<file path="src/rtl/nios_cpu_oci_dct_pkg.sv">
// Shared constants and word type for the OCI data-compressed-trace streams.
`timescale 1ns/1ps
package nios_cpu_oci_dct_pkg;

  localparam int DCT_SYM_W = 3;
  localparam int DCT_SLOTS = 10;
  localparam int DCT_BUF_W = DCT_SYM_W * DCT_SLOTS;
  localparam int DCT_CNT_W = 4;

  typedef struct packed {
    logic [DCT_BUF_W-1:0] buffer;
    logic [DCT_CNT_W-1:0] count;
  } dct_word_t;

endpackage

</file>
<file path="src/rtl/nios_cpu_oci_dct_outreg.sv">
// Output holding register with valid/ready handshake, shared by OCI trace streams.
`timescale 1ns/1ps
import nios_cpu_oci_dct_pkg::*;

module nios_cpu_oci_dct_outreg (
  input  logic      clk,
  input  logic      reset_n,
  input  logic      load_i,
  input  dct_word_t word_i,
  input  logic      ready_i,
  output logic      valid_o,
  output dct_word_t word_o,
  output logic      free_o
);

  logic      valid_q, valid_d;
  dct_word_t word_q, word_d;

  // A load wins over retirement so an accepted word can be replaced in the same edge.
  always_comb begin
    valid_d = valid_q;
    word_d  = word_q;
    if (load_i) begin
      valid_d = 1'b1;
      word_d  = word_i;
    end else if (valid_q && ready_i) begin
      valid_d      = 1'b0;
      word_d.count = '0;
    end
  end

  always_ff @(posedge clk or negedge reset_n) begin
    if (!reset_n) begin
      valid_q <= 1'b0;
      word_q  <= '0;
    end else begin
      valid_q <= valid_d;
      word_q  <= word_d;
    end
  end

  assign valid_o = valid_q;
  assign word_o  = word_q;
  assign free_o  = !valid_q || ready_i;

endmodule

</file>
<file path="src/rtl/nios_cpu_nios2_oci_dct_packer.sv">
// Packs 3-bit trace symbols into 10-slot words with flush and sticky overflow.
// Optional drop counter enabled by NIOS_CPU_OCI_DCT_DROP_CNT_EN.
`timescale 1ns/1ps
import nios_cpu_oci_dct_pkg::*;

module nios_cpu_nios2_oci_dct_packer (
  input  logic                 clk,
  input  logic                 reset_n,
  input  logic                 sym_valid,
  input  logic [DCT_SYM_W-1:0] sym_data,
  input  logic                 flush,
  input  logic                 dct_ready,
  output logic                 dct_valid,
  output logic [DCT_BUF_W-1:0] dct_buffer,
  output logic [DCT_CNT_W-1:0] dct_count,
  output logic                 overflow,
  input  logic                 overflow_clr,
  output logic                 busy
`ifdef NIOS_CPU_OCI_DCT_DROP_CNT_EN
  ,
  output logic [15:0]          drop_count
`endif
);

  localparam int SYM_W = DCT_SYM_W;
  localparam int SLOTS = DCT_SLOTS;
  localparam logic [DCT_CNT_W-1:0] SLOTS_CNT = DCT_CNT_W'(SLOTS);

  logic [DCT_BUF_W-1:0] pack_buf_q, pack_buf_d;
  logic [DCT_CNT_W-1:0] pack_cnt_q, pack_cnt_d;
  logic                 flush_pend_q, flush_pend_d;
  logic                 overflow_q, overflow_d;

  logic                 accept, drop, xfer, out_free, flush_req;
  logic [DCT_BUF_W-1:0] sym_ext, buf_w;
  logic [DCT_CNT_W-1:0] cnt_w;
  dct_word_t            xfer_word, out_word;

  assign accept    = sym_valid && (pack_cnt_q < SLOTS_CNT);
  assign drop      = sym_valid && !accept;
  assign sym_ext   = DCT_BUF_W'(sym_data);
  assign buf_w     = accept ? (pack_buf_q | (sym_ext << (SYM_W * int'(pack_cnt_q)))) : pack_buf_q;
  assign cnt_w     = pack_cnt_q + DCT_CNT_W'(accept);
  assign flush_req = flush || flush_pend_q;
  // Symbol arriving this cycle counts toward both the full and the flush decision.
  assign xfer      = out_free && ((cnt_w == SLOTS_CNT) || (flush_req && (cnt_w != '0)));

  assign xfer_word.buffer = buf_w;
  assign xfer_word.count  = cnt_w;

  always_comb begin
    pack_buf_d   = buf_w;
    pack_cnt_d   = cnt_w;
    flush_pend_d = flush_pend_q;
    if (xfer) begin
      pack_buf_d   = '0;
      pack_cnt_d   = '0;
      flush_pend_d = 1'b0;
    end else if (flush) begin
      flush_pend_d = (cnt_w != '0);
    end
    overflow_d = overflow_q;
    if (drop) overflow_d = 1'b1;
    else if (overflow_clr) overflow_d = 1'b0;
  end

  always_ff @(posedge clk or negedge reset_n) begin
    if (!reset_n) begin
      pack_buf_q   <= '0;
      pack_cnt_q   <= '0;
      flush_pend_q <= 1'b0;
      overflow_q   <= 1'b0;
    end else begin
      pack_buf_q   <= pack_buf_d;
      pack_cnt_q   <= pack_cnt_d;
      flush_pend_q <= flush_pend_d;
      overflow_q   <= overflow_d;
    end
  end

  nios_cpu_oci_dct_outreg u_outreg (
    .clk     (clk),
    .reset_n (reset_n),
    .load_i  (xfer),
    .word_i  (xfer_word),
    .ready_i (dct_ready),
    .valid_o (dct_valid),
    .word_o  (out_word),
    .free_o  (out_free)
  );

  assign dct_buffer = out_word.buffer;
  assign dct_count  = out_word.count;
  assign overflow   = overflow_q;
  assign busy       = (pack_cnt_q != '0) || dct_valid;

`ifdef NIOS_CPU_OCI_DCT_DROP_CNT_EN
  logic [15:0] drop_cnt_q, drop_cnt_d;

  always_comb begin
    drop_cnt_d = drop_cnt_q;
    if (overflow_clr) drop_cnt_d = '0;
    if (drop && (drop_cnt_d != 16'hFFFF)) drop_cnt_d = drop_cnt_d + 16'd1;
  end

  always_ff @(posedge clk or negedge reset_n) begin
    if (!reset_n) drop_cnt_q <= '0;
    else          drop_cnt_q <= drop_cnt_d;
  end

  assign drop_count = drop_cnt_q;
`endif

endmodule

</file>
<file path="config.mk">
export PLATFORM = sky130hd
export DESIGN_NAME = nios_cpu_nios2_oci_dct_packer
export DESIGN_NICKNAME = d
export VERILOG_FILES = /design/src/rtl/nios_cpu_oci_dct_pkg.sv /design/src/rtl/nios_cpu_oci_dct_outreg.sv /design/src/rtl/nios_cpu_nios2_oci_dct_packer.sv
export SDC_FILE = /design/constraint.sdc
export NUM_CORES = 1
export LEC_CHECK = 0
export CAP_MARGIN = 25
export CORE_MARGIN = 2
export CORE_UTILIZATION = 55
export CTS_CLUSTER_DIAMETER = 120
export DETAILED_ROUTE_END_ITERATION = 10
export DONT_BUFFER_PORTS = 1
export PLACE_DENSITY = 0.74
export SETUP_SLACK_MARGIN = 0.1
export SKIP_CTS_REPAIR_TIMING = 1
export SYNTH_ARGS = -nofsm -noshare
export SYNTH_HDL_FRONTEND = slang
export SYNTH_HIERARCHICAL = 1
export SYNTH_SLANG_ARGS = --single-unit
</file>
<file path="constraint.sdc">
create_clock -name clk -period 7.67 [get_ports clk]
set_input_delay 1.534 -clock clk [delete_from_list [all_inputs] [get_ports clk]]
set_output_delay 1.534 -clock clk [all_outputs]
set_load 0.005 [all_outputs]
</file>
==> results of run 1 <==
==> sequential cells by signal, indices dropped and copies added (netlist names) <==
signal	cells
u_outreg/valid_o	1
flush_pend_q	1
overflow	1
pack_buf_q	30
pack_cnt_q	4
u_outreg/word_o	34
==> worst max path at each step <==
stage	cells after the start	start	slack [ns]	endpoint
final	11	sym_valid	3.92	u_outreg/word_o[23]
after global routing	11	sym_valid	3.71	u_outreg/word_o[26]
after CTS	11	sym_valid	3.91	u_outreg/word_o[23]
after detailed placement	11	sym_valid	3.55	u_outreg/word_o[26]
after global placement	11	sym_valid	3.59	u_outreg/word_o[23]
after floorplan	12	sym_valid	3.86	u_outreg/word_o[23]
==> layout by cell type (no fill, tap or decap), types with 3 or more instances in the layout <==
cell / netlist / final
sky130_fd_sc_hd__a21o_1: 13 / 13
sky130_fd_sc_hd__a21oi_1: 4 / 4
sky130_fd_sc_hd__a22o_1: 4 / 4
sky130_fd_sc_hd__and4bb_2: 3 / 3
sky130_fd_sc_hd__buf_4: 5 / 4
sky130_fd_sc_hd__clkbuf_8: 0 / 9
sky130_fd_sc_hd__clkinvlp_4: 0 / 3
sky130_fd_sc_hd__dfrtp_1: 71 / 71
sky130_fd_sc_hd__inv_1: 3 / 3
sky130_fd_sc_hd__mux2_2: 25 / 25
sky130_fd_sc_hd__mux2_4: 5 / 5
sky130_fd_sc_hd__nand2_1: 37 / 37
sky130_fd_sc_hd__nand2b_1: 5 / 5
sky130_fd_sc_hd__nand4bb_1: 3 / 3
sky130_fd_sc_hd__nor2b_1: 7 / 7
sky130_fd_sc_hd__nor3_1: 16 / 16
sky130_fd_sc_hd__nor3_2: 14 / 14
sky130_fd_sc_hd__o21bai_1: 15 / 15
sky130_fd_sc_hd__o21bai_2: 3 / 3
==> kinds of logic after synthesis <==
| family | after synthesis |
|---|---|
| and+or+nand+nor | 100 |
| AOI/OAI and AO/OA | 45 |
| xor gates and xnor gates | 2 |
| muxes | 30 |
| buffers and inverters | 24 |
| adders and majority gates | 2 |
| DFF | 71 |
==> stage by stage <==
stage,cells,utilization (%)
global route,348,59.54
floorplan,274,-
detailed placement,333,56.35
finish,348,59.54
CTS,348,59.54
global placement,333,56.35
==> final cells by class <==
type                    count  area, sq um
flip-flops and latches     71         1777
repair buffers              4        30.03
well taps                  75        93.84
clock buffers               9        123.9
multi-input cells         179         1381
clock inverters             6        62.56
inverters                   4        15.01
fillers                   453         2367
==> per-layer routing <==
metal	vias to the layer above	global-route usage (%)	routed length, microns
met2	62	31.89	2819
met5	-	0	0
met1	989	28.31	2865
met3	7	7.333	508
met4	0	9.492	89
li1	943	-	-
==> power groups by stage <==
stage	sequential [uW]	combinational [uW]	clock, uW
finish	484	377	289
global route	494	416	310
CTS	485	380	293
detailed placement	492	378	0
global placement	490	370	0
floorplan	468	355	0
==> results.json, run 1 <==
{
  "synth-xor-area-share_pct": 0.7602,
  "place_area_sq_mm": 0.003297,
  "yosysWarningCount": 6,
  "drive_gt1_share_pct": 28.57,
  "reg2reg_depth": 12,
  "synth_seq_cells": 71,
  "number_of_maximum_capacitance_violations": 0,
  "outcome": "complete, no violations",
  "finalSetupViolations": 0,
  "timing.hold.worst.class": "reg -> reg",
  "crit_fanout": 39,
  "drc": 0,
  "synth_fa_ha_area_share_pct": 0.7602,
  "vias": 2001,
  "synth_top_family_by_area": "simple AND/OR/NAND/NOR gates",
  "power.density_cell_area_mw_per_mm2": 330.2,
  "timing_worst_setup_path_type": "in -> reg",
  "dr.pass1.iters": 4,
  "peakVddDrop_mv": 0.2474,
  "cts_root_buffer": "sky130_fd_sc_hd__clkbuf_8",
  "number_of_antenna_violations_at_the_first_check_in_global_routing": 0,
  "min_to": "u_outreg/word_o[28]",
  "power.clock.fraction_pct": 25.1,
  "fp.dieW_microns": 81.37,
  "reg2reg_from": "pack_cnt_q[1]",
  "clk_transition_reported_paths_ns": 0.08,
  "h-tree-depth": 3,
  "first_global_vias": 2123,
  "io_buffer_count": 0,
  "edff_count_synth": 0,
  "core_area_sq_mm": 0.005851,
  "combinationalPowerShare_pct": 32.8,
  "worst_setup_path_start_kind": "input pin",
  "yosysSeqAreaShare_pct": 53.97,
  "rrSetupSlack_ns": 4.29,
  "hold_start": "u_outreg/word_o[28]",
  "finalInstanceArea_sq_mm": 0.003483,
  "placement.setup.worst_slack_ns": 3.545,
  "share_of_cell_area_taken_by_muxes_after_synthesis_pct": 10.83,
  "ios": 46,
  "worst_slew_margin_relative_to_its_limit_pct": 67.57,
  "min_tclk_post_route_ns": 3.752,
  "cp_top_family": "buffers and inverters",
  "synth.top_cells.by_area": "sky130_fd_sc_hd__dfrtp_1, sky130_fd_sc_hd__mux2_2, sky130_fd_sc_hd__nor3_2, sky130_fd_sc_hd__nand2_1, sky130_fd_sc_hd__o21bai_1",
  "regToRegEndpoint": "u_outreg/word_o[23]",
  "dp_hpwl_microns": 3950,
  "synth_nets": 285,
  "asyncSetResetFlopFracSynth_pct": 100.0,
  "grt_residual_overflow": 0,
  "worstMarginPinSlew_ns": 0.4865,
  "static-leakage-power_uw": 0.001771,
  "route.final.wire_length_microns": 6283,
  "cp-end-kind": "register",
  "synthMostInstantiatedCell": "sky130_fd_sc_hd__dfrtp_1",
  "hold_ws_ns": 0.5367,
  "wl_per_cell_microns": 18.05,
  "die_h_microns": 81.37,
  "data_required_critical_path_ns": 7.91,
  "finalNetCount": 280,
  "timing.hold.worst_path_depth": 1,
  "synth_top_area_share_pct": 53.97,
  "critical_path.n_buffers_inverters": 3,
  "track_usage_pct": 21.40,
  "antenna_cells": 0,
  "simple_gate_area_share_of_the_yosys_netlist_pct": 18.85,
  "cts_tree": "done",
  "finClkSkew_ns": 0.007812,
  "synth_cell_types": 43,
  "total_switching_power_uw": 407.8,
  "dieArea_sq_mm": 0.006620,
  "clk-insertion-delay-late_ns": 0.35,
  "synth_compound_gate_area_share_pct": 10.57,
  "route.detailed.vias_per_inst": 5.750,
  "synth_area_per_cell_sq_um": 12.01,
  "period_share_pct": 48.92,
  "worstPathCellList": "a21boi_0 > ha_1 > ha_1 > xnor2_1 > inv_2 > o211ai_2 > buf_4 > nand2_1 > or3_1 > buf_4 > mux2_4",
  "drtAntennaViolNets": 0,
  "globalplace.congestion": 0.7460,
  "netlist_top_cells_count": "sky130_fd_sc_hd__dfrtp_1, sky130_fd_sc_hd__nand2_1, sky130_fd_sc_hd__mux2_2",
  "netlist.top_cell.by_area": "sky130_fd_sc_hd__dfrtp_1",
  "sequentialPowerShare_pct": 42.1,
  "cts_inserted_buffers": 9,
  "ys_dominant_reg_cell": "sky130_fd_sc_hd__dfrtp_1",
  "number_of_max_slew_violations_in_the_final_report": 0,
  "grt_start_max_net_pins": 72,
  "grt_first_pass_wirelength_microns": 10360,
  "hold_viol_final": 0,
  "fmaxAchievable_mhz": 266.5,
  "floorplan.initialDensity_pct": 56.27,
  "clock-sinks": 71,
  "syn_to_final_growth_pct": 5.815,
  "first_iter_violations": 161,
  "intPower_uw": 742.2,
  "setup-tns-final_ns": 0,
  "unrepaired_setup_endpoints_after_global_routing": "no",
  "cp_slowest_cell": "sky130_fd_sc_hd__mux2_4",
  "mappedNetlistArea_sq_mm": 0.003292,
  "synth_cells": 274,
  "clock_tree.buffer_depth": 2,
  "sw_frac_of_total_pct": 35.46,
  "cp_data_arrival_time_ns": 3.99,
  "crit_path_max_incr_delay_ns": 0.35,
  "worst_slack_ns": 3.918,
  "power.total_uw": 1150,
  "fp-row-count": 28
}
Power figures use the tool's default switching activity.
==> run 2: changes to the inputs <==
==> constraint.sdc (replaced) <==
create_clock -name clk -period 3.7 [get_ports clk]
set_input_delay 0.74 -clock clk [delete_from_list [all_inputs] [get_ports clk]]
set_output_delay 0.74 -clock clk [all_outputs]
set_load 0.005 [all_outputs]
==> results.json, run 2 (synthesis results as in run 1) <==
{
  "grt_residual_overflow": 0,
  "worst_slew_margin_relative_to_its_limit_pct": 69.76,
  "fmaxAchievable_mhz": 334.4,
  "die_h_microns": 81.37,
  "io_buffer_count": 0,
  "min_tclk_post_route_ns": 2.991,
  "reg2reg_depth": 11,
  "antenna_cells": 0,
  "dr.pass1.iters": 4,
  "cp-end-kind": "register",
  "setup-tns-final_ns": 0,
  "dp_hpwl_microns": 4053,
  "finalNetCount": 282,
  "worst-path-stages": 11,
  "ios": 46,
  "number_of_max_slew_violations_in_the_final_report": 0,
  "regArea_sq_mm": 0.001777,
  "cts_tree": "done",
  "peakVddDrop_mv": 0.4387,
  "route.detailed.vias_per_inst": 5.766,
  "timing.hold.worst.class": "in -> async",
  "clk_transition_reported_paths_ns": 0.08,
  "cts_inserted_buffers": 9,
  "clk-insertion-delay-late_ns": 0.34,
  "period_share_pct": 80.82,
  "number_of_antenna_violations_at_the_first_check_in_global_routing": 0,
  "crit_path_max_incr_delay_ns": 0.52,
  "worstMarginPinSlew_ns": 0.4527,
  "drtAntennaViolNets": 0,
  "layout_commonest_cell": "sky130_fd_sc_hd__dfrtp_1",
  "largest_register_ffs": 34,
  "worst_setup_path_start_kind": "register",
  "finalSetupViolations": 0,
  "cts_root_buffer": "sky130_fd_sc_hd__clkbuf_8",
  "worst_path_most_repeated_cell": "sky130_fd_sc_hd__ha_1",
  "data_required_critical_path_ns": 3.93,
  "layout.cells.non_filler": 351,
  "outcome": "complete, no violations",
  "placed_cells_incl_taps": 335,
  "first_iter_violations": 114,
  "worstPathCellList": "or2_2 > a21boi_0 > ha_1 > ha_1 > xnor2_1 > inv_2 > o211ai_2 > nand2_1 > or3_1 > buf_4 > mux2_2",
  "vias": 2024,
  "finClkSkew_ns": 0.007514,
  "grt_start_max_net_pins": 72,
  "clock-sinks": 71,
  "critical_path.n_buffers_inverters": 2,
  "wl_per_cell_microns": 17.83,
  "layout.filler_cells": 462,
  "drive_gt1_share_pct": 28.99,
  "timing_worst_setup_path_type": "reg -> reg",
  "drc": 0,
  "core_area_sq_mm": 0.005851,
  "fp-row-count": 28,
  "hold_viol_final": 0,
  "power.density_cell_area_mw_per_mm2": 704.8,
  "grt_first_pass_wirelength_microns": 10240,
  "most-common-layout-cells": "sky130_fd_sc_hd__dfrtp_1, sky130_fd_sc_hd__nand2_1, sky130_fd_sc_hd__mux2_2",
  "track_usage_pct": 21.01,
  "floorplan.initialDensity_pct": 56.27,
  "multi_input_area_sq_mm": 0.001381,
  "globalplace.congestion": 0.7667,
  "cp_data_arrival_time_ns": 3.22,
  "first_global_vias": 2046,
  "dieArea_sq_mm": 0.006620,
  "crit_fanout": 22,
  "h-tree-depth": 3,
  "cp_slowest_cell": "sky130_fd_sc_hd__dfrtp_1",
  "clock_tree.buffer_depth": 2,
  "route.final.wire_length_microns": 6260,
  "unrepaired_setup_endpoints_after_global_routing": "no",
  "rrSetupSlack_ns": 0.71,
  "fp.dieW_microns": 81.37,
  "number_of_maximum_capacitance_violations": 0,
  "cp_top_family": "simple AND/OR/NAND/NOR gates",
  "static-leakage-power_uw": 0.001804,
  "syn_to_final_growth_pct": 7.374
}
## run 2: layer usage
layer	routed length [microns]	up-vias	global-route usage, %	share of wire [%]
met5	0	-	0	0
met4	95	0	8.136	1.5
met3	453	8	6.444	7.2
met2	2760	65	30.57	44
met1	2950	1000	29.56	47
li1	-	951	-	-
## run 2: path summary, 6_finish.rpt
| check | start | endpoint |
|---|---|---|
| max | pack_cnt_q[2] | u_outreg/word_o[21] |
| min | reset_n | pack_buf_q[25] |
| max reg2reg | pack_cnt_q[2] | u_outreg/word_o[21] |
| min reg2reg | u_outreg/word_o[28] | u_outreg/word_o[28] |
| max in group asynchronous | reset_n | pack_buf_q[28] |
| min in group clk | u_outreg/word_o[28] | u_outreg/word_o[28] |
## run 2: where the power goes
part	switching, uW	internal (uW)	total (uW)
Sequential	97.4	903	1000
Clock	285	398	683
Combinational	462	345	807
## run 2: layout make-up
cell class,instances,area share [%]
Clock buffer,11,4.000
Clock inverter,5,2.301
Inverter,4,0.4248
Multi-Input combinational cell,179,39.08
Sequential cell,71,50.27
Tap cell,75,2.655
Timing Repair Buffer,6,1.274
## run 2: through the flow
step	instance area [sq um]	hold slack (ns)	power, uW	utilization, %	setup WS, ns
2_1_floorplan	3292	0.4444	1705	-	0.6875
3_3_place_gp	3312	0.4460	1801	56.61	0.8407
3_5_place_dp	3312	0.4463	1827	56.61	0.7241
4_1_cts	3535	0.06872	2511	60.41	0.6997
5_1_grt	3535	0.06541	2635	60.41	0.5006
6_report	3535	0.08664	2491	60.41	0.7095
